==> src/rtl/voice_scheduler_if.sv <==
// Song-event stream from the song reader into the voice scheduler.
// Fields are held stable by the master while ev_valid is high and not yet accepted.
interface voice_scheduler_if #(
  parameter int DUR_WIDTH = 6
);
  logic                 ev_valid;
  logic                 ev_ready;
  logic                 ev_is_advance;
  logic [5:0]           ev_note;
  logic [DUR_WIDTH-1:0] ev_duration;
  logic [1:0]           ev_weight;

  modport master (
    output ev_valid, ev_is_advance, ev_note, ev_duration, ev_weight,
    input  ev_ready
  );

  modport slave (
    input  ev_valid, ev_is_advance, ev_note, ev_duration, ev_weight,
    output ev_ready
  );
endinterface

==> src/rtl/voice_scheduler.sv <==
// Polyphonic voice scheduler: accepts note/advance events, loads each note into the
// lowest-index free note_player voice and retires it after its duration in beats.
module voice_scheduler #(
  parameter int NUM_VOICES = 3,
  parameter int DUR_WIDTH  = 6
) (
  input  logic                    clk,
  input  logic                    reset,
  voice_scheduler_if.slave        ev,
  input  logic                    play,
  input  logic                    beat,
  output logic [NUM_VOICES-1:0]   load_new_note,
  output logic [6*NUM_VOICES-1:0] note_to_load,
  output logic [2*NUM_VOICES-1:0] weight,
  output logic [NUM_VOICES-1:0]   play_enable,
  output logic [NUM_VOICES-1:0]   voice_busy,
  output logic                    idle
);

  localparam logic [0:0] ST_RUN  = 1'b0;
  localparam logic [0:0] ST_WAIT = 1'b1;

  logic [0:0]                             r_state;
  logic [DUR_WIDTH-1:0]                   r_adv_cnt;
  logic [NUM_VOICES-1:0]                  r_busy;
  logic [NUM_VOICES-1:0]                  r_load;
  logic [NUM_VOICES-1:0][5:0]             r_note;
  logic [NUM_VOICES-1:0][1:0]             r_weight;
  logic [NUM_VOICES-1:0][DUR_WIDTH-1:0]   r_remaining;

  logic                  w_tick;
  logic                  w_any_free;
  logic                  w_is_note;
  logic                  w_ready;
  logic                  w_accept;
  logic                  w_load_note;
  logic                  w_load_adv;
  logic [NUM_VOICES-1:0] w_grant;

  assign w_tick     = beat & play;
  assign w_any_free = ~&r_busy;

  // Adding one to the busy vector carries through the low run of ones, so ANDing
  // with the inverted vector isolates the lowest free voice as a one-hot grant.
  assign w_grant    = ~r_busy & (r_busy + NUM_VOICES'(1));

  assign w_is_note   = (ev.ev_note != 6'd0) && (ev.ev_duration != '0);
  assign w_ready     = (r_state == ST_RUN) && play &&
                       (ev.ev_is_advance || !w_is_note || w_any_free);
  assign ev.ev_ready = w_ready;

  assign w_accept    = ev.ev_valid & w_ready;
  assign w_load_note = w_accept & ~ev.ev_is_advance & w_is_note;
  assign w_load_adv  = w_accept &  ev.ev_is_advance & (ev.ev_duration != '0);

  // Advance countdown: RUN accepts events, WAIT blocks them for the advance length.
  always_ff @(posedge clk or negedge reset) begin
    // NOTE: state registers use non-blocking assignments so every flop samples
    // pre-edge values regardless of statement order.
    if (!reset) begin
      r_state   <= ST_RUN;
      r_adv_cnt <= '0;
    end else begin
      case (r_state)
        ST_RUN: begin
          if (w_load_adv) begin
            r_adv_cnt <= ev.ev_duration;
            r_state   <= ST_WAIT;
          end
        end
        ST_WAIT: begin
          if (w_tick) begin
            r_adv_cnt <= r_adv_cnt - DUR_WIDTH'(1);
            if (r_adv_cnt == DUR_WIDTH'(1)) begin
              r_state <= ST_RUN;
            end
          end
        end
        default: r_state <= ST_RUN;
      endcase
    end
  end

  // Per-voice load, countdown and retirement.
  always_ff @(posedge clk or negedge reset) begin
    // NOTE: the per-voice arrays are only a few flops each and the outputs must read
    // zero out of reset, so they are reset like any other register.
    if (!reset) begin
      r_busy      <= '0;
      r_load      <= '0;
      r_note      <= '0;
      r_weight    <= '0;
      r_remaining <= '0;
    end else begin
      for (int i = 0; i < NUM_VOICES; i++) begin
        r_load[i] <= w_load_note & w_grant[i];
        if (w_load_note && w_grant[i]) begin
          // A beat on the load edge does not count against the new note.
          r_note[i]      <= ev.ev_note;
          r_weight[i]    <= ev.ev_weight;
          r_remaining[i] <= ev.ev_duration;
          r_busy[i]      <= 1'b1;
        end else if (w_tick && r_busy[i]) begin
          r_remaining[i] <= r_remaining[i] - DUR_WIDTH'(1);
          if (r_remaining[i] == DUR_WIDTH'(1)) begin
            r_busy[i] <= 1'b0;
          end
        end
      end
    end
  end

  assign load_new_note = r_load;
  assign note_to_load  = r_note;
  assign weight        = r_weight;
  assign voice_busy    = r_busy;
  assign play_enable   = r_busy & {NUM_VOICES{play}};
  assign idle          = (r_state == ST_RUN) && !(|r_busy);

endmodule

==> src/flat_wrapper.sv <==
// flat-port wrapper written by rule: the top's interface ports become plain ports
module voice_scheduler_flat 
#(
  parameter int NUM_VOICES = 3,
  parameter int DUR_WIDTH  = 6
)
  (clk, reset, play, beat, load_new_note, note_to_load, weight, play_enable, voice_busy, idle, ev_ev_valid, ev_ev_is_advance, ev_ev_note, ev_ev_duration, ev_ev_weight, ev_ev_ready);
  voice_scheduler_if #(.DUR_WIDTH(DUR_WIDTH)) ev_i ();
  input  logic clk;
  input  logic reset;
  input  logic play;
  input  logic beat;
  output logic [NUM_VOICES-1:0] load_new_note;
  output logic [6*NUM_VOICES-1:0] note_to_load;
  output logic [2*NUM_VOICES-1:0] weight;
  output logic [NUM_VOICES-1:0] play_enable;
  output logic [NUM_VOICES-1:0] voice_busy;
  output logic idle;
  input wire logic [$bits(ev_i.ev_valid)-1:0] ev_ev_valid;
  input wire logic [$bits(ev_i.ev_is_advance)-1:0] ev_ev_is_advance;
  input wire logic [$bits(ev_i.ev_note)-1:0] ev_ev_note;
  input wire logic [$bits(ev_i.ev_duration)-1:0] ev_ev_duration;
  input wire logic [$bits(ev_i.ev_weight)-1:0] ev_ev_weight;
  output wire logic [$bits(ev_i.ev_ready)-1:0] ev_ev_ready;
  assign ev_i.ev_valid = ev_ev_valid;
  assign ev_i.ev_is_advance = ev_ev_is_advance;
  assign ev_i.ev_note = ev_ev_note;
  assign ev_i.ev_duration = ev_ev_duration;
  assign ev_i.ev_weight = ev_ev_weight;
  assign ev_ev_ready = ev_i.ev_ready;
  voice_scheduler #(.NUM_VOICES(NUM_VOICES), .DUR_WIDTH(DUR_WIDTH)) u_core (.clk(clk), .reset(reset), .ev(ev_i), .play(play), .beat(beat), .load_new_note(load_new_note), .note_to_load(note_to_load), .weight(weight), .play_enable(play_enable), .voice_busy(voice_busy), .idle(idle));
endmodule
==> config.mk <==
export PLATFORM = sky130hd
export DESIGN_NAME = voice_scheduler_flat
export DESIGN_NICKNAME = d
export VERILOG_FILES = /design/src/rtl/voice_scheduler_if.sv /design/src/rtl/voice_scheduler.sv /design/src/flat_wrapper.sv
export SDC_FILE = /design/constraint.sdc
export NUM_CORES = 1
export LEC_CHECK = 0
export CORE_ASPECT_RATIO = 0.6
export CORE_MARGIN = 3
export CORE_UTILIZATION = 56
export DETAILED_ROUTE_END_ITERATION = 8
export GPL_ROUTABILITY_DRIVEN = 0
export PLACE_DENSITY = 0.89
export SYNTH_ARGS = -nofsm -noshare
export SYNTH_HDL_FRONTEND = slang
export SYNTH_SLANG_ARGS = --single-unit
==> constraint.sdc <==
create_clock -name clk -period 3.45 [get_ports clk]
set_input_delay 0.5175 -clock clk [delete_from_list [all_inputs] [get_ports clk]]
set_output_delay 0.5175 -clock clk [all_outputs]
set_load 0.02 [all_outputs]
==> summary.md, run 1 <==
| Metric | Value |
|---|---|
| Finish-stage setup viols | 0 |
| Clock Latency Late Sink | 310 ps |
| Seq pwr share | 0.431 |
| Post-Syn Area | 0.00280 mm^2 |
| Synth top cells by count | dfrtp_1 (55), nand2_1 (24), nor2_1 (20), inv_1 (19), mux2_2 (17) |
| Most frequent CP cell | clkdlybuf4s50_1 |
| Netlist cell types | 45 |
| Initial Util | 0.597 |
| Post-place setup slack | 349 ps |
| H-tree levels | 2 |
| Routed vias | 2271 |
| Routed len/inst | 18.5 um |
| Seq cells post-synth | 55 |
| Area leader, netlist | dfrtp_1 |
| Sink Count | 55 |
| CP Capture Type | output pin |
| Half-perimeter wire length after placement | 5230 um |
| Syn_area_per_cell | 10.8 um^2 |
| Crit Path Max Fanout | 8 |
| Ys flop type | dfrtp_1 |
| Placed cell area | 0.00340 mm^2 |
| Top-count cell post-synth | dfrtp_1 |
| Hold slack | 275 ps |
| Clock network fraction of design power | 0.136 |
| Final Skew | 9.71 ps |
| Worst Max-Slew Pin Slew | 790 ps |
| PortBufs | 54 |
| CP peak stage delay | 660 ps |
| N_diodes | 0 |
| Internal | 1630 uW |
| First-pass GRT wire length | 11200 um |
| Type of the most critical hold path | primary input to asynchronous set/reset pin |
| Post-CTS Setup Bufs | 0 |
| Largest vdd supply drop | 0.528 mV |
| Total gr overflow | 0 |
| Total negative setup slack | 0 ps |
| P_sw | 1030 uW |
| Post-route ant nets | 0 |
| Slew Limit Headroom | 0.473 |
| I/O pins | 55 |
| Chip Width | 97.2 um |
| PD cells | 764 mW/mm^2 |
| Largest net degree at the start of global routing | 36 |
| Final Hold Vio Count | 0 |
| Clock buffer depth | 2 |
| Yosys warning count | 0 |
| Clk root buf | clkbuf_8 |
| Final worst setup slack | 366 ps |
| Crit path time final | 3080 ps |
| Kind of critical path | primary input to output pin |
| Reg2Reg Depth | 4 |
| RSZ-0062 raised after global routing | no |
| Synth area leaders | dfrtp_1 (49%), mux2_2 (6.8%), mux2_4 (4.8%), ha_1 (3.6%), nand2_1 (3.2%) |
| Achievable clock frequency | 324 MHz |
| Die ar. | 0.00591 mm^2 |
| Placed cells | 372 |
| Worst-path clk slew | 100 ps |
| Arrival time worst endpoint | 2570 ps |
| Post-synth net total | 286 |
| Number of gates resized after cts | 0 |
| Synthesized instance count | 258 |
| Layout area overhead | 24.9% |
| Lkg Pwr | 0.00158 uW |
| Post-route DRC | 0 |
| Combinational Power Share | 0.433 |
| Final Cell Area | 0.00349 mm^2 |
| Number of cells in the finished layout apart from fillers | 380 |
| FP Rows | 19 |
| Max-slew violation count | 0 |
| Crit path cell chain | clkdlybuf4s50_1 -> nor4_2 -> nand2_2 -> a311oi_1 -> clkdlybuf4s50_1 |
| Area fraction of the dominant cell type after synthesis | 0.492 |
| Register area share after synthesis | 0.492 |
| Status | finished, final reports clean |
| Core area | 0.00468 mm^2 |
| CTS buffer count | 5 |
| Initial DRC Count | 177 |
| Asr flop ratio synth | 1.00 |
| Number of synthesized flops with an enable pin | 0 |
| DR pass1 iterations | 6 |
| Ratio of final minimum period to clock period | 0.894 |
| Switching Share | 0.388 |
| Layout cells sized above 1 | 0.148 |
| Max-cap violation count | 0 |
| Initial antenna violation count | 0 |
| Vias/cell | 5.98 |
| Worst path required time | 2930 ps |
| # hold bufs at CTS | 0 |
| CP Launch Type | primary input |
| Post-Route WL | 7050 um |
| Critical Path Slowest Stage Cell | clkdlybuf4s50_1 |
| Die Y | 60.7 um |
| Nets | 344 |
| Vias in the first global route | 2251 |
| FILL cells | 301 |
| TritonCTS clock tree | done |
| GRT Util Overall | 0.245 |
## worst max-delay path: cells and delay by family
family          cells  cell delay, ps
buf+inv             2            1160
simple gates        2             540
compound gates      1             350
## per-layer routing
metal / vias to the layer above / global-route usage / part of all wire
met4: 0 / 0.0533 / 0.0070
met3: 6 / 0.0494 / 0.085
li1: 1033 / - / -
met5: - / 0 / 0
met1: 1116 / 0.333 / 0.43
met2: 116 / 0.421 / 0.48
## cell usage in the layout (no fill, tap or decap), types with 2 or more instances in the layout
cell and n:
xnor2_1 10, nor4_1 5, buf_4 5, nand4b_1 3, mux2_2 17, a222oi_1 4, mux2_4 9, o211ai_1 2
clkinv_4 2, dfrtp_1 55, clkbuf_8 5, inv_1 19, and2_1 3, o21ai_0 6, a21oi_1 12, nor3_1 9
a211oi_1 3, nor2_1 20, ha_1 8, and3_1 3, nand3_1 12, xor2_1 3, nand2b_1 2, nand2_1 24
a22oi_1 2, clkdlybuf4s50_1 53
## state kept, by name, indices dropped and copies added (netlist names)
signal                cells
u_core.load_new_note      3
u_core.note_to_load      18
u_core.r_adv_cnt          6
u_core.r_remaining       18
u_core.r_state            1
u_core.voice_busy         3
u_core.weight             6
## cell type report
type / instances / area (um^2) / share of cell area
Clock inverter: 3 / 25.0 / 0.00717
Multi-Input combinational cell: 176 / 1300 / 0.372
Tap cell: 63 / 78.8 / 0.0226
Sequential cell: 55 / 1380 / 0.394
Inverter: 19 / 71.3 / 0.0204
Timing Repair Buffer: 59 / 573 / 0.164
Clock buffer: 5 / 68.8 / 0.0197
## per-stage QoR
stage | util | power (uW)
after floorplan | - | 1800
after global placement | 0.726 | 2230
after detailed placement | 0.726 | 2300
after CTS | 0.746 | 2670
after global routing | 0.746 | 2830
final | 0.746 | 2670
## final timing paths
kind	startpoint	end	slack [ps]
max	ev_ev_note[3]	ev_ev_ready	370
min	reset	u_core.r_adv_cnt[4]	270
max reg2reg	u_core.r_state	u_core.weight[4]	1190
min reg2reg	u_core.weight[1]	u_core.weight[1]	520
max in group asynchronous	reset	u_core.r_remaining[7]	2380
min in group clk	u_core.weight[1]	u_core.weight[1]	520
## power by group through the flow
stage	sequential, uW	clock [uW]	combinational [uW]
floorplan	1240	0	559
global placement	1130	0	1100
detailed placement	1150	0	1150
CTS	1140	370	1160
global route	1180	400	1250
finish	1150	363	1160
## cell families after synthesis
family / after synthesis / synth area share
AND/OR/NAND/NOR: 90 / 0.175
adder cells (fa/ha/maj): 8 / 0.0358
flip-flops: 55 / 0.492
buffers and inverters: 27 / 0.0434
multiplexers: 26 / 0.117
XOR/XNOR: 13 / 0.0407
AO/OA/AOI/OAI: 39 / 0.0966
Note: power is estimated with default switching activity, not from simulation.
==> inputs of run 2 (changes only) <==
--- a/config.mk
+++ b/config.mk
@@ -11,6 +11,7 @@
 export DETAILED_ROUTE_END_ITERATION = 8
 export GPL_ROUTABILITY_DRIVEN = 0
 export PLACE_DENSITY = 0.89
+export REMOVE_ABC_BUFFERS = 1
 export SYNTH_ARGS = -nofsm -noshare
 export SYNTH_HDL_FRONTEND = slang
 export SYNTH_SLANG_ARGS = --single-unit
==> summary.md, run 2 (same netlist as run 1, synthesis figures left out) <==
| Metric | Value |
|---|---|
| Worst R2R Start | u_core.r_state |
| Worst Path Buf+Inv | 2 (unchanged) |
| Max-slew violation count | 0 (unchanged) |
| Final Cell Area | 0.00349 mm^2 (about the same) |
| Most frequent cells in the layout | dfrtp_1 (55), clkdlybuf4s50_1 (53), nand2_1 (24), nor2_1 (20), inv_1 (19) |
| H-tree levels | 2 (unchanged) |
| Initial DRC Count | 316 (+79%) |
| Chip Width | 97.2 um (unchanged) |
| Slew Limit Headroom | 0.637 (+0.164) |
| R2R setup slack | 1430 ps (+240 ps) |
| First-pass GRT wire length | 11000 um (-1.8%) |
| PD cells | 772 mW/mm^2 (+1.1%) |
| Type of the most critical hold path | primary input to asynchronous set/reset pin |
| RSZ-0062 raised after global routing | no |
| Achievable clock frequency | 308 MHz (-5.1%) |
| Vias/cell | 5.94 (-0.53%) |
| Reg2Reg Depth | 4 (unchanged) |
| Die Y | 60.7 um (unchanged) |
| Crit path time final | 3250 ps (+164 ps) |
| Largest vdd supply drop | 0.531 mV (+0.69%) |
| Cell count along the critical path | 5 (unchanged) |
| Number of gates resized after cts | 0 (unchanged) |
| Crit Path Max Fanout | 9 (+1) |
| Initial Util | 0.597 (unchanged) |
| Most frequent CP cell | clkdlybuf4s50_1 |
| Routed len/inst | 18.0 um (-3.1%) |
| Vias in the first global route | 2200 (-2.3%) |
| Worst Max-Slew Pin Slew | 542 ps (-248 ps) |
| Sink Count | 55 (unchanged) |
| Post-CTS Setup Bufs | 0 (unchanged) |
| Arrival time worst endpoint | 2730 ps (+160 ps) |
| Total negative setup slack | 0 ps (unchanged) |
| CP Capture Type | output pin |
| Worst Setup SP | ev_ev_duration[2] |
| Status | finished, final reports clean |
| Clk root buf | clkbuf_8 |
| Critical Path Sink | ev_ev_ready |
| Layout area overhead | 24.9% (about the same) |
| GRT Util Overall | 0.242 (-0.00246) |
| Placed cell area | 0.00340 mm^2 (unchanged) |
| TritonCTS clock tree | done |
| Kind of critical path | primary input to output pin |
| Worst-path clk slew | 100 ps (about the same) |
| Critical Path Slowest Stage Cell | clkdlybuf4s50_1 |
| Clock buffer depth | 2 (unchanged) |
| Half-perimeter wire length after placement | 5010 um (-4.3%) |
| Post-Route WL | 6830 um (-3.1%) |
| Core area | 0.00468 mm^2 (unchanged) |
| DR pass1 iterations | 5 (-1) |
| CTS buffer count | 5 (unchanged) |
| CP peak stage delay | 680 ps (+20 ps) |
| Final worst setup slack | 202 ps (-164 ps) |
| Clock Latency Late Sink | 320 ps (about the same) |
| R2R Path End | u_core.note_to_load[5] |
| Finish-stage setup viols | 0 (unchanged) |
| FP Rows | 19 (unchanged) |
| N_diodes | 0 (unchanged) |
| Most common cell after layout, fill and taps aside | dfrtp_1 |
| Max-cap violation count | 0 (unchanged) |
| Nets | 344 (unchanged) |
| Final Skew | 7.70 ps (-2.02 ps) |
| CP top delay family | buffers and inverters |
| I/O pins | 55 (unchanged) |
| Largest net degree at the start of global routing | 39 (+8.3%) |
| Die ar. | 0.00591 mm^2 (unchanged) |
| Crit path cell chain | clkdlybuf4s50_1 -> nor4_1 -> nand2_1 -> a311oi_1 -> clkdlybuf4s50_1 |
| Lkg Pwr | 0.00159 uW (+0.33%) |
| PortBufs | 54 (unchanged) |
| Post-place setup slack | 247 ps (-101 ps) |
| Routed vias | 2259 (-0.53%) |
| Total gr overflow | 0 (unchanged) |
| Final Hold Vio Count | 0 (unchanged) |
| CP Launch Type | primary input |
| Initial antenna violation count | 0 (unchanged) |
| # hold bufs at CTS | 0 (unchanged) |
| Post-route DRC | 0 (unchanged) |
| Layout cells sized above 1 | 0.148 (unchanged) |
| Worst path required time | 2930 ps (about the same) |
| Post-route ant nets | 0 (unchanged) |
| Ratio of final minimum period to clock period | 0.942 (+0.0476) |
## run 2: cell count changes in the layout (fill, tap and decap cells not counted)
cell,before,now
clkinvlp_4,1,0
inv_6,0,3
clkinv_4,2,0
## run 2: how the worst min path moves through the flow
stage                         endpoint  slack [ps]   from  depth (start not counted)
2_1_floorplan  u_core.load_new_note[0]         220  reset                          0
3_3_place_gp    u_core.note_to_load[2]         460  reset                          1
3_5_place_dp    u_core.note_to_load[2]         460  reset                          1
4_1_cts        u_core.note_to_load[15]         110  reset                          1
5_1_grt            u_core.r_adv_cnt[1]         120  reset                          1
6_report           u_core.r_adv_cnt[1]         100  reset                          1
## run 2: power breakdown
group | leakage (uW) | switching (uW) | internal, uW
clock | 0.0000495 | 230 | 151
combinational | 0.000845 | 566 | 593
sequential | 0.000695 | 264 | 895
## run 2: routing by layer
metal | part of all wire | vias up | global-route usage | wire length [um]
met1 | 0.43 | 1095 | 0.335 | 2970
met3 | 0.097 | 13 | 0.0712 | 666
met2 | 0.46 | 119 | 0.385 | 3140
li1 | - | 1032 | - | -
met4 | 0.0092 | 0 | 0.0631 | 63
met5 | 0 | - | 0 | 0
## run 2: area by class of cell
| class | instances | area (um^2) |
|---|---|---|
| Clock inverter | 3 | 26.3 |
| Sequential cell | 55 | 1380 |
| Multi-Input combinational cell | 176 | 1300 |
| Tap cell | 63 | 78.8 |
| Clock buffer | 5 | 68.8 |
| Timing Repair Buffer | 59 | 573 |
| Fill cell | 336 | 1190 |
| Inverter | 19 | 71.3 |
## run 2: worst reg2reg max path: stages, from the launching register on
cell      delay [ps]
dfrtp_1          560
nand3b_4         280
nor2_1           280
nand4_2          380
mux2_2           410
## run 2: per-stage QoR
step	utilization	hold WS, ps	cells	total power (uW)
floorplan	-	222	250	1790
global placement	0.726	458	372	2250
detailed placement	0.726	457	372	2300
CTS	0.746	114	380	2690
global route	0.746	123	380	2860
finish	0.746	103	380	2700
==> inputs of run 3 (changes only) <==
--- a/config.mk
+++ b/config.mk
@@ -5,9 +5,9 @@
 export SDC_FILE = /design/constraint.sdc
 export NUM_CORES = 1
 export LEC_CHECK = 0
-export CORE_ASPECT_RATIO = 0.6
 export CORE_MARGIN = 3
 export CORE_UTILIZATION = 56
+export CTS_CLUSTER_DIAMETER = 60
 export DETAILED_ROUTE_END_ITERATION = 8
 export GPL_ROUTABILITY_DRIVEN = 0
 export PLACE_DENSITY = 0.89
==> summary.md, run 3 (same netlist as run 1, synthesis figures left out) <==
| Metric | Value |
|---|---|
| Post-route DRC | 0 (unchanged) |
| Max-cap violation count | 0 (unchanged) |
| M1 WL | 2680 um (-9.7%) |
| Critical Path Slowest Stage Cell | clkdlybuf4s50_1 |
| N_diodes | 0 (unchanged) |
| Vias/cell | 5.70 (-4.0%) |
| Total negative setup slack | 0 ps (unchanged) |
| Initial DRC Count | 207 (-34%) |
| DR WL met3 | 429 um (-36%) |
| FILL cells | 333 (-0.89%) |
| Layout area overhead | 25.1% |
| # hold bufs at CTS | 0 (unchanged) |
| CTS buffer count | 5 (unchanged) |
| Half-perimeter wire length after placement | 4500 um (-10%) |
| TritonCTS clock tree | done |
| Core area | 0.00479 mm^2 (+2.2%) |
| Placed cells | 375 (+0.81%) |
| Sink Count | 55 (unchanged) |
| Chip Width | 76.7 um (-21%) |
| R2R Path End | u_core.r_remaining[8] |
| Final core utilization | 0.731 (-0.0149) |
| Clock Latency Late Sink | 300 ps (-20 ps) |
| Status | finished, final reports clean |
| Final Skew | 8.18 ps (+0.488 ps) |
| Worst Max-Slew Pin Slew | 832 ps (+290 ps) |
| Top sig layer | met4 |
| Arrival time worst endpoint | 2580 ps (-150 ps) |
| FP Rows | 25 (+6) |
| Worst-path clk slew | 90 ps (about the same) |
| Crit Path Max Fanout | 8 (-1) |
| Clock buffer depth | 2 (unchanged) |
| Achievable clock frequency | 323 MHz (+4.9%) |
| CP peak stage delay | 660 ps (-20 ps) |
| Final Hold Vio Count | 0 (unchanged) |
| Initial Util | 0.584 (-0.0128) |
| Most frequent cells in the layout | dfrtp_1 (55), clkdlybuf4s50_1 (53), nand2_1 (24), nor2_1 (20), inv_1 (19) |
| Most common cell after layout, fill and taps aside | dfrtp_1 |
| PD cells | 768 mW/mm^2 (-0.52%) |
| First-pass GRT wire length | 10700 um (-3.5%) |
| Post-place setup slack | 377 ps (+129 ps) |
| Largest vdd supply drop | 0.494 mV (-7.0%) |
| Post-CTS Setup Bufs | 0 (unchanged) |
| Slew Limit Headroom | 0.446 (-0.191) |
| Routed len/inst | 16.4 um (-8.7%) |
| PortBufs | 54 (unchanged) |
| Ratio of final minimum period to clock period | 0.898 (-0.0436) |
| DR WL met2 | 3090 um (-1.4%) |
| Kind of critical path | primary input to output pin |
| Type of the most critical hold path | primary input to asynchronous set/reset pin |
| Die Y | 76.7 um (+26%) |
| Routed vias | 2179 (-3.5%) |
| Layout cells sized above 1 | 0.140 (-0.00858) |
| Initial antenna violation count | 0 (unchanged) |
| GRT Util Overall | 0.228 (-0.0148) |
| Most frequent CP cell | clkdlybuf4s50_1 |
| Final worst setup slack | 352 ps (+150 ps) |
| Total Power | 2690 uW (-0.38%) |
| CP Launch Type | primary input |
| Crit path time final | 3100 ps (-150 ps) |
| Worst R2R Start | u_core.r_state |
| Number of gates resized after cts | 0 (unchanged) |
| Max-slew violation count | 0 (unchanged) |
| Nets | 343 (-0.29%) |
| Worst path required time | 2930 ps (about the same) |
| Finish-stage setup viols | 0 (unchanged) |
| Lkg Pwr | 0.00159 uW (-0.23%) |
| Total gr overflow | 0 (unchanged) |
| H-tree levels | 2 (unchanged) |
| Largest net degree at the start of global routing | 38 (-2.6%) |
| RSZ-0062 raised after global routing | no |
| Clk root buf | clkbuf_8 |
| Post-Route WL | 6270 um (-8.2%) |
| Post-route ant nets | 0 (unchanged) |
| R2R setup slack | 1180 ps (-250 ps) |
| Number of cells in the finished layout apart from fillers | 382 (+0.53%) |
| CP Capture Type | output pin |
| Die ar. | 0.00588 mm^2 (-0.47%) |
| Vias in the first global route | 2218 (+0.82%) |
| Crit path cell chain | clkdlybuf4s50_1 -> nor4_2 -> nand2_2 -> a311oi_1 -> clkdlybuf4s50_1 |
| I/O pins | 55 (unchanged) |
| DR pass1 iterations | 9 (+4) |
| Reg2Reg Depth | 6 (+2) |
-- run 3: changes by cell type in the layout (fill, tap and decap cells not counted) --
cell       before  now
inv_6           3    0
clkbuf_1        0    1
buf_4           5    4
bufinv_16       0    1
-- run 3: how the worst max path moves through the flow --
stage	start	endpoint	slack [ps]	cells past startpoint
detailed placement	ev_ev_note[3]	ev_ev_ready	380	5
CTS	ev_ev_note[3]	ev_ev_ready	380	5
floorplan	ev_ev_duration[3]	ev_ev_ready	1330	3
global route	ev_ev_note[3]	ev_ev_ready	300	5
global placement	ev_ev_note[3]	ev_ev_ready	380	5
finish	ev_ev_note[3]	ev_ev_ready	350	5
-- run 3: metrics by stage --
step	cell area, um^2	hold WS (ps)
6_report	3500	309
5_1_grt	3500	355
4_1_cts	3500	334
3_5_place_dp	3400	494
3_3_place_gp	3400	488
2_1_floorplan	2750	222
-- run 3: layout make-up --
cell class	count	area, um^2	share of cell area
clock buffer	6	72.6	0.0207
clock inverter	1	30.0	0.00858
inverter	19	71.3	0.0204
multi-input combinational	176	1300	0.371
sequential	55	1380	0.393
tap	67	83.8	0.0240
timing repair buffer	58	566	0.162
-- run 3: worst max-delay path, delay by kind of cell --
kind / cells / cell delay [ps]
buffers and inverters: 2 / 1140
AOI/OAI and AO/OA: 1 / 360
and+or+nand+nor: 2 / 560
-- run 3: per-layer routing --
metal	up-vias	track usage
li1	1023	-
met5	-	0
met2	84	0.382
met3	7	0.0516
met4	0	0.0616
met1	1065	0.296
-- run 3: report_power, final --
part,switching (uW),total [uW],internal [uW]
Combinational,552,1150,593
Sequential,241,1140,896
Clock,193,406,213
==> RTL edit, RTL diff (config.mk and constraints of run 2) <==
`NUM_VOICES` is set to 3 in 2 places; all go to 2.
--- a/src/rtl/voice_scheduler.sv
+++ b/src/rtl/voice_scheduler.sv
@@ -2,5 +2,5 @@
 // lowest-index free note_player voice and retires it after its duration in beats.
 module voice_scheduler #(
-  parameter int NUM_VOICES = 3,
+  parameter int NUM_VOICES = 2,
   parameter int DUR_WIDTH  = 6
 ) (
--- a/src/flat_wrapper.sv
+++ b/src/flat_wrapper.sv
@@ -2,5 +2,5 @@
 module voice_scheduler_flat 
 #(
-  parameter int NUM_VOICES = 3,
+  parameter int NUM_VOICES = 2,
   parameter int DUR_WIDTH  = 6
 )
Interface: changed (5 resized); port bits go from 55 to 44. No check against the original RTL was run, so the function may have changed too.
==> RTL edit against run 2 <==
- fmax grew 7.7%
- routed wire length shrank 27%
- combinational power shrank 20%
- synthesized cell count is 23% lower
- die area decreased by 23%
- setup slack better by 230 ps
- power decreased by 22%
- sequential cell count is 16 lower
- synthesized area is 25% lower
- count of clock-buffer cells in the layout rose by 2
- non-clock buffer count is 15 lower
- design area shrank 25%
- critical path depth increased by 2
- largest cell class is now multi-input gates
- largest power group is now combinational cells
==> RTL edit: results (changes against run 2) <==
[setup_path]
cp_max_fo=5  ; was 9
worst-endpoint-arrival_ps=2500  ; was 2730 ps
reg2reg_slack_ps=1130  ; was 1430 ps

[sta]
skew_ps=10.2  ; was 7.70 ps
slew_headroom=0.440  ; was 0.637
whs_ps=325  ; was 103 ps

[finish]
multi_input_area_um2=1050  ; was 1300 µm²
multi_input_gates=142  ; was 176
area_growth_pct=24.7  ; was 24.9%
nFillCells=231  ; was 336
nNonClkBuffers=44  ; was 59
nets=267  ; was 344
clock_area_frac=0.0310  ; was 0.0272
nClkBuffers=7  ; was 5

[place]
post_dp_cell_area_um2=2540  ; was 3400 µm²
dp.cells=279  ; was 372
port-buffer-count=43  ; was 54

[routing]
wl_met2_um=2120  ; was 3140 µm
wl_met3_um=376  ; was 666 µm
drtIter0Drc=140  ; was 316
wl_per_cell_um=17.3  ; was 18.0 µm
drt-met1-wl_um=2430  ; was 2970 µm

[yosys]
syn_area_per_cell_um2=10.6  ; was 10.8 µm²
synth-compound-area-share=0.106  ; was 0.0966
yosys-mux-area-fraction=0.136  ; was 0.117
ys_seq_area_frac=0.463  ; was 0.492
ys_seq_elements=39  ; was 55
synthXorXnorAreaFrac=0.0333  ; was 0.0407
ys_top_cells_by_area=dfrtp_1, mux2_1, mux2i_1  ; was dfrtp_1, mux2_2, mux2_4

[grt]
use_met2=0.338  ; was 0.385
grt_max_degree=40  ; was 39
use_met1=0.325  ; was 0.335

[status]
outcome=finished, final reports clean  ; unchanged

[power_and_ir_drop]
peakVddDrop_mv=0.464  ; was 0.531 mV
pwr-share-seq=0.420  ; was 0.429
leakage_nw=1.13  ; was 1.59 nW

[floorplanning]
die_w_um=85.2  ; was 97.2 µm

[clock_network]
clkTransAtPathRegs_ps=70  ; was 100 ps

## RTL edit: cell count changes after synthesis, sizes merged, moves of 5 or more
cell	change
mux2i	+8
a21oi	-5
mux2	-9
nand2	-7
dfrtp	-16
xnor2	-5
inv	-10
nor2	-6
## RTL edit: worst max path at each step
stage	startpoint	endpoint	slack, ps	cells after the start
5_1_grt	ev_ev_duration[4]	ev_ev_ready	270	7
2_1_floorplan	ev_ev_duration[3]	ev_ev_ready	1380	5
3_3_place_gp	ev_ev_duration[3]	ev_ev_ready	520	7
6_report	ev_ev_duration[4]	ev_ev_ready	430	7
3_5_place_dp	ev_ev_duration[4]	ev_ev_ready	460	7
4_1_cts	ev_ev_duration[4]	ev_ev_ready	440	7
## RTL edit: worst reg2reg max path: cells and delay by family (launching register included)
family	cells	cell delay (ps)
simple gates	3	1190
flops	1	610
mux	1	420
